--- config.mk ---
export PLATFORM = sky130hd
export DESIGN_NAME = rns_fwd_conv_arbiter
export DESIGN_NICKNAME = d
export VERILOG_FILES = /design/src/rtl/rns_fwd_conv_arbiter_pkg.sv /design/src/rtl/rns_fwd_conv_arbiter_rr_arbiter.sv /design/src/rtl/rns_fwd_conv_arbiter.sv
export SDC_FILE = /design/constraint.sdc
export NUM_CORES = 1
export LEC_CHECK = 0
export CAP_MARGIN = 40
export CORE_MARGIN = 3
export CORE_UTILIZATION = 30
export CTS_BUF_LIST = sky130_fd_sc_hd__clkbuf_16
export CTS_CLUSTER_SIZE = 16
export DETAILED_ROUTE_END_ITERATION = 7
export SYNTH_ARGS = -nofsm -noshare
export SYNTH_HDL_FRONTEND = slang
export SYNTH_SLANG_ARGS = --single-unit
--- constraint.sdc ---
create_clock -name clk -period 4.19 [get_ports clk]
set_input_delay 1.257 -clock clk [delete_from_list [all_inputs] [get_ports clk]]
set_output_delay 1.257 -clock clk [all_outputs]
set_load 0.01 [all_outputs]
--- src/rtl/rns_fwd_conv_arbiter_pkg.sv ---
// Shared definitions for the RNS forward-converter arbiter: moduli set (32,31,21,5),
// residue bundle and controller state encoding.
package rns_pkg;

    localparam int MOD_1      = 32;
    localparam int MOD_2      = 31;
    localparam int MOD_3      = 21;
    localparam int MOD_4      = 5;
    localparam int MOD_SIZE_1 = 5;
    localparam int MOD_SIZE_2 = 5;
    localparam int MOD_SIZE_3 = 5;
    localparam int MOD_SIZE_4 = 3;
    localparam int DYN_SIZE   = 16;

    typedef struct packed {
        logic [MOD_SIZE_1-1:0] m32;
        logic [MOD_SIZE_2-1:0] m31;
        logic [MOD_SIZE_3-1:0] m21;
        logic [MOD_SIZE_4-1:0] m5;
    } rns_res_t;

    typedef enum logic [1:0] {
        ST_IDLE = 2'd0,
        ST_WAIT = 2'd1,
        ST_RESP = 2'd2
    } state_t;

endpackage

--- src/rtl/rns_fwd_conv_arbiter_rr_arbiter.sv ---
// Combinational round-robin arbiter: grants the first set request at or after ptr,
// searching modulo NUM_REQ, and reports the one-hot grant plus its index.
module rr_arbiter #(
    parameter int NUM_REQ = 4,
    parameter int ID_W    = 2
) (
    input  logic [NUM_REQ-1:0] req,
    input  logic [ID_W-1:0]    ptr,
    output logic [NUM_REQ-1:0] grant,
    output logic [ID_W-1:0]    grant_idx,
    output logic               grant_any
);
    import rns_pkg::*;

    always_comb begin : search
        int idx;
        idx       = 0;
        grant     = '0;
        grant_idx = '0;
        grant_any = 1'b0;
        for (int i = 0; i < NUM_REQ; i++) begin
            idx = int'(ptr) + i;
            if (idx >= NUM_REQ) begin
                idx = idx - NUM_REQ;
            end
            if (!grant_any && req[ID_W'(idx)]) begin
                grant[ID_W'(idx)] = 1'b1;
                grant_idx         = ID_W'(idx);
                grant_any         = 1'b1;
            end
        end
    end

endmodule

--- src/rtl/rns_fwd_conv_arbiter.sv ---
// Shares one binary-to-RNS forward converter between NUM_REQ requesters with round-robin
// arbitration. Define RNS_ARB_SELFCHECK_EN to add the chk_err/chk_id converter self-check.
module rns_fwd_conv_arbiter #(
    parameter int NUM_REQ  = 4,
    parameter int DYN_SIZE = 16,
    parameter int CONV_LAT = 1,
    parameter int ID_W     = 2
) (
    input  logic                        clk,
    input  logic                        reset,
    input  logic [NUM_REQ-1:0]          req_valid,
    output logic [NUM_REQ-1:0]          req_ready,
    input  logic [NUM_REQ*DYN_SIZE-1:0] req_data,
    output logic [DYN_SIZE-1:0]         conv_n,
    input  logic [4:0]                  conv_res_m32,
    input  logic [4:0]                  conv_res_m31,
    input  logic [4:0]                  conv_res_m21,
    input  logic [2:0]                  conv_res_m5,
    output logic                        rsp_valid,
    input  logic                        rsp_ready,
    output logic [ID_W-1:0]             rsp_id,
    output logic [4:0]                  rsp_m32,
    output logic [4:0]                  rsp_m31,
    output logic [4:0]                  rsp_m21,
    output logic [2:0]                  rsp_m5,
    output logic                        busy
`ifdef RNS_ARB_SELFCHECK_EN
    ,
    output logic                        chk_err,
    output logic [ID_W-1:0]             chk_id
`endif
);
    import rns_pkg::*;

    localparam int CNT_W = 3;

    state_t              state_q, state_d;
    logic [CNT_W-1:0]    cnt_q, cnt_d;
    logic [ID_W-1:0]     rr_ptr_q, rr_ptr_d;
    logic [ID_W-1:0]     rsp_id_q, rsp_id_d;
    logic [DYN_SIZE-1:0] conv_n_q, conv_n_d;
    rns_res_t            rsp_res_q, rsp_res_d;
    logic                rsp_valid_q, rsp_valid_d;
    rns_res_t            conv_res;
    logic [NUM_REQ-1:0]  grant;
    logic [ID_W-1:0]     grant_idx;
    logic                grant_any;
    logic                capture;

    rr_arbiter #(
        .NUM_REQ (NUM_REQ),
        .ID_W    (ID_W)
    ) u_rr_arbiter (
        .req       (req_valid),
        .ptr       (rr_ptr_q),
        .grant     (grant),
        .grant_idx (grant_idx),
        .grant_any (grant_any)
    );

    assign conv_res = {conv_res_m32, conv_res_m31, conv_res_m21, conv_res_m5};
    assign capture  = (state_q == ST_WAIT) && (cnt_q <= CNT_W'(1));

    always_ff @(posedge clk or posedge reset) begin
        if (reset) begin
            state_q     <= ST_IDLE;
            cnt_q       <= '0;
            rr_ptr_q    <= '0;
            rsp_id_q    <= '0;
            conv_n_q    <= '0;
            rsp_res_q   <= '0;
            rsp_valid_q <= 1'b0;
        end else begin
            state_q     <= state_d;
            cnt_q       <= cnt_d;
            rr_ptr_q    <= rr_ptr_d;
            rsp_id_q    <= rsp_id_d;
            conv_n_q    <= conv_n_d;
            rsp_res_q   <= rsp_res_d;
            rsp_valid_q <= rsp_valid_d;
        end
    end

    always_comb begin
        state_d = state_q;
        case (state_q)
            ST_IDLE: if (grant_any) state_d = ST_WAIT;
            ST_WAIT: if (capture)   state_d = ST_RESP;
            ST_RESP: if (rsp_ready) state_d = ST_IDLE;
            default: state_d = ST_IDLE;
        endcase
    end

    // The operand register doubles as conv_n, so it only moves on an accept.
    always_comb begin
        cnt_d       = cnt_q;
        rr_ptr_d    = rr_ptr_q;
        rsp_id_d    = rsp_id_q;
        conv_n_d    = conv_n_q;
        rsp_res_d   = rsp_res_q;
        rsp_valid_d = rsp_valid_q;
        case (state_q)
            ST_IDLE: begin
                if (grant_any) begin
                    conv_n_d = req_data[int'(grant_idx)*DYN_SIZE +: DYN_SIZE];
                    rsp_id_d = grant_idx;
                    cnt_d    = CNT_W'(CONV_LAT);
                    rr_ptr_d = (grant_idx == ID_W'(NUM_REQ-1)) ? '0 : grant_idx + ID_W'(1);
                end
            end
            ST_WAIT: begin
                cnt_d = cnt_q - CNT_W'(1);
                if (capture) begin
                    rsp_res_d   = conv_res;
                    rsp_valid_d = 1'b1;
                end
            end
            ST_RESP: begin
                if (rsp_ready) rsp_valid_d = 1'b0;
            end
            default: ;
        endcase
    end

    always_comb begin
        req_ready = (state_q == ST_IDLE && !reset) ? grant : '0;
        busy      = (state_q != ST_IDLE);
        conv_n    = conv_n_q;
        rsp_valid = rsp_valid_q;
        rsp_id    = rsp_id_q;
        rsp_m32   = rsp_res_q.m32;
        rsp_m31   = rsp_res_q.m31;
        rsp_m21   = rsp_res_q.m21;
        rsp_m5    = rsp_res_q.m5;
    end

`ifdef RNS_ARB_SELFCHECK_EN
    logic            chk_err_q, chk_err_d;
    logic [ID_W-1:0] chk_id_q, chk_id_d;
    logic            mismatch;

    // Only the first failing requester is remembered; the error flag is sticky until reset.
    always_comb begin
        mismatch = (DYN_SIZE'(conv_res.m32) != conv_n_q % DYN_SIZE'(MOD_1)) ||
                   (DYN_SIZE'(conv_res.m31) != conv_n_q % DYN_SIZE'(MOD_2)) ||
                   (DYN_SIZE'(conv_res.m21) != conv_n_q % DYN_SIZE'(MOD_3)) ||
                   (DYN_SIZE'(conv_res.m5)  != conv_n_q % DYN_SIZE'(MOD_4));
        chk_err_d = chk_err_q;
        chk_id_d  = chk_id_q;
        if (capture && mismatch) begin
            chk_err_d = 1'b1;
            if (!chk_err_q) chk_id_d = rsp_id_q;
        end
    end

    always_ff @(posedge clk or posedge reset) begin
        if (reset) begin
            chk_err_q <= 1'b0;
            chk_id_q  <= '0;
        end else begin
            chk_err_q <= chk_err_d;
            chk_id_q  <= chk_id_d;
        end
    end

    assign chk_err = chk_err_q;
    assign chk_id  = chk_id_q;
`endif

endmodule

Yosys cells after proc, flatten, opt, wreduce, memory -nomap -nowiden
Index checks and enable logic that the tools add are counted.
- input port bits: 89
- output and inout port bits: 42
- bits in registers: 44
- word-level logic and storage cells: 111
- shift-type cells: 1
- equality and inequality tests: 6
- multiplexer cells: 47
- reductions and logical operators: 22
- bitwise operators: 3
- $lt $le $gt $ge: 13
- add/subtract/negate cells: 9
- operators with widths (kind ; number):
    variable part select 64 x 7 -> 16 bit ; 1
    2-to-1 mux 2 bit ; 12
    2-to-1 mux 4 bit ; 5
    2-to-1 mux 1 bit ; 18
    less-than comparator 2 x 4 -> 1 bit, second input constant ; 4
    OR 4 bit ; 3
    >= comparator 3 bit, second input constant ; 3
    logical AND 1 bit ; 9
    binary-select mux 1 bit (select 2 bit) ; 4
    demux 1 bit (select 2 bit) ; 4
    >= comparator 2 x 1 -> 1 bit, second input constant ; 4
    subtractor 2 x 1 -> 2 bit, second input constant ; 4
    adder 2 x 2 -> 3 bit, second input constant ; 2
    != test 2 bit, second input constant ; 3
    one-hot mux 2 bit (3 select lines) ; 1
    one-hot mux 3 bit (2 select lines) ; 1
    AND reduction 2 bit ; 3
    AND reduction 3 bit ; 2
    nonzero test 2 bit ; 3
    == test 2 bit, second input constant ; 2
    zero test 1 bit ; 4
    adder 2 x 1 -> 3 bit, second input constant ; 1
    >= comparator 2 x 3 -> 1 bit, second input constant ; 1
    less-or-equal comparator 3 x 1 -> 1 bit, second input constant ; 1
    other kinds (6) ; 6

Depth between registers and ports, before layout
Gate-level depths: netlist (run 1).
- depth after elaboration: 17
- mapped depth: 15
- gate-level depth less buffers: 9

By module
A second synthesis (run 1) with hierarchy kept.
- cell total of the unflattened synthesis: 235
- area, all modules: 2628.8 µm²
- by module, submodules not included (module ; cells each ; instances ; area each (µm²)):
    rns_fwd_conv_arbiter ; 172 ; 1 ; 2128.3
    rr_arbiter ; 63 ; 1 ; 500.5

Least setup slack after synthesis (run 1)
OpenSTA, ideal clock, no wires.
- kind: reg-to-output
- start: register rr_ptr_q[0]
- end: output port req_ready[1]
- arrival: 3.104 ns
- path slack: -0.171 ns
- stages on the path, launching flop included: 12
- required time: 2.933 ns
- path buffers: 4
- cell sequence: dfrtp_1 -> buf_4 -> inv_2 -> clkbuf_1 -> buf_1 -> ha_1 -> buf_2 -> mux4_2 -> nor3_1 -> nor2b_1 -> a22oi_1 -> a21oi_1
- word-level cells in the longest chain between the ends: 16
- elaborated cells on any way between the ends: 64
- RTL lines (element ; line ; RTL):
    from (decl) ; rns_fwd_conv_arbiter.sv:39 ; logic [ID_W-1:0] rr_ptr_q, rr_ptr_d;
    from (signal assigned) ; rns_fwd_conv_arbiter.sv:76 ; rr_ptr_q <= rr_ptr_d;
    branches (longest 14 deep; another with less-than comparator 2 x 4 -> 1 bit) ; n/a ;
    2-to-1 mux 4 bit * ; rns_fwd_conv_arbiter_rr_arbiter.sv:26 ; if (!grant_any && req[ID_W'(idx)]) begin
    2-to-1 mux 4 bit * ; rns_fwd_conv_arbiter.sv:126 ; req_ready = (state_q == ST_IDLE && !reset) ? grant : '0;
    to (decl) ; rns_fwd_conv_arbiter.sv:12 ; output logic [NUM_REQ-1:0] req_ready,
Every way passes the cells marked *. The select of a mux whose other input is x is not followed.

Final worst setup path (run 1)
- start: input port req_valid[3]
- end: output port req_ready[2]
- word-level cells in the longest chain between the ends: 14
- elaborated cells on any way between the ends: 29
- RTL lines (element ; line ; RTL):
    from (decl) ; rns_fwd_conv_arbiter.sv:11 ; input logic [NUM_REQ-1:0] req_valid,
    binary-select mux 1 bit (select 2 bit) ; rns_fwd_conv_arbiter_rr_arbiter.sv:26 ;
    2-to-1 mux 1 bit (implied by the code) (2 in series) ; rns_fwd_conv_arbiter_rr_arbiter.sv:26 ;
    2-to-1 mux 1 bit ; rns_fwd_conv_arbiter_rr_arbiter.sv:26 ;
    zero test 1 bit ; rns_fwd_conv_arbiter_rr_arbiter.sv:26 ;
    logical AND 1 bit ; rns_fwd_conv_arbiter_rr_arbiter.sv:26 ;
    2-to-1 mux 1 bit ; rns_fwd_conv_arbiter_rr_arbiter.sv:26 ;
    zero test 1 bit ; rns_fwd_conv_arbiter_rr_arbiter.sv:26 ;
    logical AND 1 bit ; rns_fwd_conv_arbiter_rr_arbiter.sv:26 ;
    2-to-1 mux 1 bit ; rns_fwd_conv_arbiter_rr_arbiter.sv:26 ;
    zero test 1 bit ; rns_fwd_conv_arbiter_rr_arbiter.sv:26 ;
    logical AND 1 bit ; rns_fwd_conv_arbiter_rr_arbiter.sv:26 ;
    2-to-1 mux 4 bit * ; rns_fwd_conv_arbiter_rr_arbiter.sv:26 ;
    2-to-1 mux 4 bit * ; rns_fwd_conv_arbiter.sv:126 ;
Mark *: on every way between the ends. The rest lies on a longest branch, timed or not. The select of a mux whose other input is x is not followed.

==> impl_results.md, run 1 <==
- Share of synthesized area occupied by flip-flops and latches: 0.350
- H-tree depth: 2
- Worst setup slack after layout: 0.0880 ns
- Power consumption: 3880 uW
- Cell types occupying the most area after synthesis: sky130_fd_sc_hd__dfrtp_1 (35%), sky130_fd_sc_hd__mux2_2 (7.5%), sky130_fd_sc_hd__a221o_1 (4.8%)
- Top cell types by occurrence after synthesis: sky130_fd_sc_hd__dfrtp_1 (44), sky130_fd_sc_hd__nand2_1 (30), sky130_fd_sc_hd__mux2_2 (21), sky130_fd_sc_hd__nand3_1 (21), sky130_fd_sc_hd__a21o_1 (18)
- Most used DFF post-synth: sky130_fd_sc_hd__dfrtp_1
- Worst-case clock skew: 0.00447 ns
- First-pass detailed-route iteration total: 4
- Post-Syn Instances: 329
- DIE HEIGHT: 108 um
- Max Clk Rate: 0.244 GHz
- Clk sinks: 44
- Drt first-iter violations: 180
- Delay of the slowest cell on the worst path: 0.51 ns
- Reg-to-reg startpoint: rr_ptr_q[0]$_DFFE_PP0P_
- Rel. slew slack: 0.716
- Count of standard-cell rows: 36
- Tightest Pin Transition: 0.415 ns
- Run status: finished clean
- Top delay family on crit path: buffers and inverters
- Vias in the first global route: 3474
- Die boundary width: 108 um
- Pin count of the biggest net entering global routing: 31
- Share of the synthesized area in the top cell type: 0.350
- Setup slack at placement: -0.726 ns
- Post-detailed-routing wire length: 10.7 mm
- Relative area change from synthesis to final layout: 56.8%
- Final count of negative-setup-slack endpoints: 0
- Hold Vio Cnt, Final: 0
- Crit-path slowest cell: sky130_fd_sc_hd__mux4_2
- Initial core utilization: 0.315
- Crit path max fanout: 9
- Syn_area_per_cell: 9.56 um^2
- Biggest area consumer among synthesized cells: sky130_fd_sc_hd__dfrtp_1
- Residual DRC count: 0
- Count of buffers inserted at the top-level ports: 130
- Post-layout nets: 573
- Number of stages on the worst setup path: 8
- Required time reported for the critical path endpoint: 2.93 ns
- Part of the cycle the worst path needs: 0.979
- Gr usage total: 0.180
- Maximum buffer depth of the clock tree: 2
- Worst setup SP type: input port
- RSZ-0062 raised after global routing: no
- Vias per cell: 5.47
- Capture instance of the worst register-to-register path: rr_ptr_q[1]$_DFFE_PP0P_
- Clock slew at reported path FFs: 0.06 ns
- Setup crit end: req_ready[2]
- Clock latency on the worst-skew pair: 0.28 ns
- Most instantiated library cell after synthesis: sky130_fd_sc_hd__dfrtp_1
- Total Negative Setup Slacks: 0 ns
- Distinct cells, synth: 48
- Fraction of final layout cells sized beyond drive strength 1: 0.184
- Global-route congestion overflow total: 0
- Worst min-delay path startpoint: rsp_id[0]$_DFFE_PP0P_
- Net Count, Synth: 429
- Routed len/inst: 17.7 um
- Clock period minus worst slack: 4.10 ns
- Area occupied by multi-input gates: 0.00191 mm^2
- Path type of the worst setup path: in -> out
- Diodes inserted: 0
- Worst R2R Path Depth: 11
- Max-slew violation count: 0
- Number of nets still failing antenna checks after routing: 0
- Dpl cell area: 0.00476 mm^2
- Yosys synthesis warning count: 0
- Hold_buf cts: 0
- Final-layout fill cell count: 953
- Final instance area: 0.00493 mm^2
- Arrival @ worst endpoint: 2.85 ns
- Max cap viols: 0
- Worst hold slack: 0.477 ns
- Antenna violations before repair: 0
- Slack of the worst reg-to-reg path: 1.34 ns
- CP startpoint: req_valid[3]
- I/O pin cnt: 131
- Kind of capture point of the worst setup path: output pin
- TritonCTS clock tree: done
- Power per cell area: 786 mW/mm^2
- Sum of buffers and inverters on the critical path: 3
- Overall die area: 0.0118 mm^2
- Weighted congestion at the end of routability-driven global placement: 0.818
- Leakage power summed over all cells: 0.00201 uW
- Reg area: 0.00110 mm^2
- TritonCTS buffer count: 5
- Post-synthesis cell area: 0.00315 mm^2
- Post-DP HPWL: 7.91 mm
- Synth Register Bits: 44
- Critical Path, Cell by Cell: buf_2, mux4_2, buf_4, nand3_1, nand2_1, a221oi_1, nor2_1, dlygate4sd2_1
- Wire length of the first global-routing pass: 17.1 mm
- Root buffer cell: sky130_fd_sc_hd__clkbuf_16
- Worst hold path class: reg -> reg
- Maximum ir drop on the vdd rail: 0.312 mV
- Share of synthesized registers carrying an async set or reset: 1.00
- Area of the core: 0.0100 mm^2
- Via count of the routed design: 3312
- EDFF count, synth: 0
cell usage in the layout (no fill, tap or decap), drive strengths merged, types with 11 or more instances in the layout:
master / Yosys / final
clkdlybuf4s50: 0 / 122
dfrtp: 44 / 44
buf: 19 / 40
nand2: 30 / 30
mux2: 21 / 21
nand3: 21 / 21
a21o: 18 / 18
nor2: 18 / 18
a22oi: 17 / 17
a22o: 16 / 16
o22ai: 16 / 16
a221o: 15 / 15
a31oi: 15 / 15
ha: 11 / 11
stage by stage:
step            util  instances
3_3_place_gp   0.474        597
3_5_place_dp   0.476        598
6_report       0.493        606
4_1_cts        0.497        607
5_1_grt        0.493        606
2_1_floorplan      -        329
layer usage:
metal / wire [um] / GRT usage / vias to the layer above
li1: - / - / 1562
met1: 4730 / 0.232 / 1590
met2: 5100 / 0.306 / 141
met3: 718 / 0.0293 / 19
met4: 177 / 0.0622 / 0
met5: 0 / 0 / -
cell families (layout without fill, tap and decap cells):
family	Yosys count	after routing	share of synthesized area
muxes	29	29	0.113
and+or+nand+nor	89	89	0.142
buffers and inverters	33	177	0.0561
DFF	44	44	0.350
AOI/OAI and AO/OA	123	123	0.295
adders and majority gates	11	11	0.0437
power breakdown:
group / internal [uW] / switching [uW] / total (uW)
combinational: 1300 / 1310 / 2610
clock: 338 / 154 / 492
sequential: 649 / 130 / 779
sequential cells by signal (all words and copies together) (netlist names), 2 cells and up:
name / flops
rsp_m32: 5
rsp_m31: 5
rsp_id: 2
rsp_m21: 5
rr_ptr_q: 2
cnt_q: 3
state_q: 2
rsp_m5: 3
conv_n: 16
area by class of cell:
class                           instances  area share
Tap cell                              133      0.0337
Multi-Input combinational cell        252       0.387
Clock inverter                          2      0.0122
Clock buffer                            5      0.0254
Sequential cell                        44       0.223
Timing Repair Buffer                  164       0.314
Inverter                                6     0.00456
worst register-to-register path, delay by kind of cell (launching register included):
| kind | cells | cell delay (ns) |
|---|---|---|
| buffers and inverters | 4 | 0.75 |
| multiplexers | 1 | 0.57 |
| AND/OR/NAND/NOR | 3 | 0.41 |
| AO/OA/AOI/OAI | 2 | 0.38 |
| flip-flops | 1 | 0.36 |
| adder cells (fa/ha/maj) | 1 | 0.24 |
how the worst min path moves through the flow:
| stage | end | slack [ns] | cells after the start |
|---|---|---|---|
| global route | rsp_id[0]$_DFFE_PP0P_ | 0.52 | 2 |
| finish | rsp_id[0]$_DFFE_PP0P_ | 0.48 | 2 |
| CTS | rsp_id[0]$_DFFE_PP0P_ | 0.48 | 2 |
| floorplan | cnt_q[2]$_DFFE_PP0P_ | 0.46 | 1 |
| global placement | rsp_id[0]$_DFFE_PP0P_ | 0.46 | 2 |
| detailed placement | rsp_id[0]$_DFFE_PP0P_ | 0.47 | 2 |
what timing repair did:
action,CTS,global route
pin swaps,2,2
setup endpoints to repair,4,4
setup buffers,2,0
cloned,0,0
gates resized for setup,26,4
Note: power is estimated with default switching activity, not from simulation.
==> run 2: changes to the inputs <==
--- a/config.mk
+++ b/config.mk
@@ -6,7 +6,6 @@
 export NUM_CORES = 1
 export LEC_CHECK = 0
 export CAP_MARGIN = 40
-export CORE_MARGIN = 3
 export CORE_UTILIZATION = 30
 export CTS_BUF_LIST = sky130_fd_sc_hd__clkbuf_16
 export CTS_CLUSTER_SIZE = 16
==> impl_results.md, run 2 (synthesized netlist as in run 1, its figures left out) <==
- Clock share of power: 0.116
- Total Negative Setup Slacks: 0 ns
- Arrival @ worst endpoint: 2.79 ns
- Post-detailed-routing wire length: 10.3 mm
- Max Clk Rate: 0.247 GHz
- Commonest cells after routing, fill and taps aside: sky130_fd_sc_hd__clkdlybuf4s50_1 (122), sky130_fd_sc_hd__dfrtp_1 (44), sky130_fd_sc_hd__nand2_1 (30)
- Count of buffers inserted at the top-level ports: 130
- Relative area change from synthesis to final layout: 55.3%
- CP startpoint: req_valid[0]
- Reg-to-reg startpoint: rr_ptr_q[1]$_DFFE_PP0P_
- Maximum buffer depth of the clock tree: 2
- Most frequent standard cell in the layout excluding fill and tap cells: sky130_fd_sc_hd__clkdlybuf4s50_1
- Routed len/inst: 17.0 um
- Worst hold slack: 0.485 ns
- Fraction of final layout cells sized beyond drive strength 1: 0.179
- Kind of capture point of the worst setup path: output pin
- Capture instance of the worst register-to-register path: conv_n[8]$_DFFE_PP0P_
- Required time reported for the critical path endpoint: 2.93 ns
- Worst R2R Path Depth: 11
- Sw Pwr: 1590 uW
- Vias per cell: 5.47
- Run status: finished clean
- Leakage power summed over all cells: 0.00199 uW
- Vias in the first global route: 3355
- Post-DP HPWL: 7.44 mm
- Clock slew at reported path FFs: 0.06 ns
- I/O pin cnt: 131
- TritonCTS clock tree: done
- First-pass detailed-route iteration total: 4
- Max cap viols: 0
- Drt first-iter violations: 202
- Setup crit end: req_ready[1]
- Crit path max fanout: 6
- Wire length of the first global-routing pass: 17.0 mm
- Tightest Pin Transition: 0.431 ns
- Initial core utilization: 0.308
- H-tree depth: 2
- Area of the core: 0.0102 mm^2
- Overall die area: 0.0109 mm^2
- Power consumption: 3790 uW
- Pin count of the biggest net entering global routing: 35
- Max-slew violation count: 0
- Via count of the routed design: 3310
- Gr usage total: 0.194
- Residual DRC count: 0
- Worst setup SP type: input port
- Slack of the worst reg-to-reg path: 1.32 ns
- Antenna violations before repair: 0
- Clock period minus worst slack: 4.05 ns
- Comb power frac: 0.679
- Rel. slew slack: 0.712
- Maximum ir drop on the vdd rail: 0.305 mV
- Weighted congestion at the end of routability-driven global placement: 0.845
- Post-layout nets: 568
- Worst-case clock skew: 0.00377 ns
- Number of nets still failing antenna checks after routing: 0
- Sw Share: 0.419
- Diodes inserted: 0
- Power per cell area: 775 mW/mm^2
- Final count of negative-setup-slack endpoints: 0
- Post-CTS Setup Repair Bufs: 0
- Root buffer cell: sky130_fd_sc_hd__clkbuf_16
- Path type of the worst setup path: in -> out
- Hold Vio Cnt, Final: 0
- Internal Dissipation: 2200 uW
- Die boundary width: 104 um
- Part of the cycle the worst path needs: 0.965
- Number of flip-flops in the largest register: 16
- Global-route congestion overflow total: 0
- Hold_buf cts: 0
- TritonCTS buffer count: 5
- Clock latency on the worst-skew pair: 0.28 ns
- RSZ-0062 raised after global routing: no
- Count of standard-cell rows: 37
- DIE HEIGHT: 104 um
- Sequential group share of total power: 0.205
- Clk sinks: 44
- Worst hold path class: reg -> reg
==> run 2: changes by cell type in the layout (fill, tap and decap cells not counted), sizes merged <==
cell / previous run / this run
buf: 40 / 31
clkbuf: 5 / 9
bufinv: 2 / 1
clkinv: 0 / 1
inv: 6 / 7
==> run 2: worst max-delay path: stages <==
cell	delay [ns]
sky130_fd_sc_hd__clkbuf_2	0.13
sky130_fd_sc_hd__mux4_2	0.52
sky130_fd_sc_hd__nor3_2	0.24
sky130_fd_sc_hd__nor2b_4	0.20
sky130_fd_sc_hd__a22oi_1	0.11
sky130_fd_sc_hd__a21oi_2	0.18
sky130_fd_sc_hd__buf_2	0.15
==> run 2: layout make-up <==
class / count / area, um^2
clock inverters: 3 / 38.8
well taps: 136 / 170
clock buffers: 5 / 125
multi-input cells: 252 / 1930
flip-flops and latches: 44 / 1100
fillers: 1003 / 5350
inverters: 6 / 22.5
repair buffers: 159 / 1500
==> run 2: timing repair <==
item | 4_1_cts | 5_1_grt
pin swaps | 1 | 2
gates resized for setup | 17 | 13
endpoints found under the setup margin | 4 | 4
==> run 2: worst min-delay path by stage <==
stage | startpoint | to | slack [ns] | cells past startpoint
final | rsp_valid$_DFFE_PP0P_ | rsp_valid$_DFFE_PP0P_ | 0.48 | 1
after global routing | rsp_id[1]$_DFFE_PP0P_ | rsp_id[1]$_DFFE_PP0P_ | 0.52 | 1
after global placement | rsp_valid$_DFFE_PP0P_ | rsp_valid$_DFFE_PP0P_ | 0.46 | 1
after CTS | rsp_id[1]$_DFFE_PP0P_ | rsp_id[1]$_DFFE_PP0P_ | 0.49 | 1
after detailed placement | rsp_id[1]$_DFFE_PP0P_ | rsp_id[1]$_DFFE_PP0P_ | 0.47 | 1
after floorplan | cnt_q[2]$_DFFE_PP0P_ | cnt_q[2]$_DFFE_PP0P_ | 0.46 | 1
==> run 2: metrics by stage <==
stage | util | cells | cell area [um^2] | worst slack (ns)
after detailed placement | 0.461 | 597 | 4720 | -0.662
final | 0.478 | 605 | 4890 | 0.145
after CTS | 0.477 | 605 | 4880 | -0.0845
after global placement | 0.459 | 596 | 4700 | -0.650
after global routing | 0.478 | 605 | 4890 | 0.0865
after floorplan | - | 329 | 3150 | 0.0520
==> run 2: layer usage <==
metal,global-route usage,wire length (um)
met1,0.263,4670
met2,0.308,4820
met3,0.0382,669
met4,0.0633,116
met5,0,0
==> run 2: power by group through the flow <==
stage	logic (uW)	clock network (uW)	registers (uW)
2_1_floorplan	1480	0	867
3_3_place_gp	2510	0	780
4_1_cts	2550	453	780
5_1_grt	2810	470	810
6_report	2570	437	778
3_5_place_dp	2540	0	783
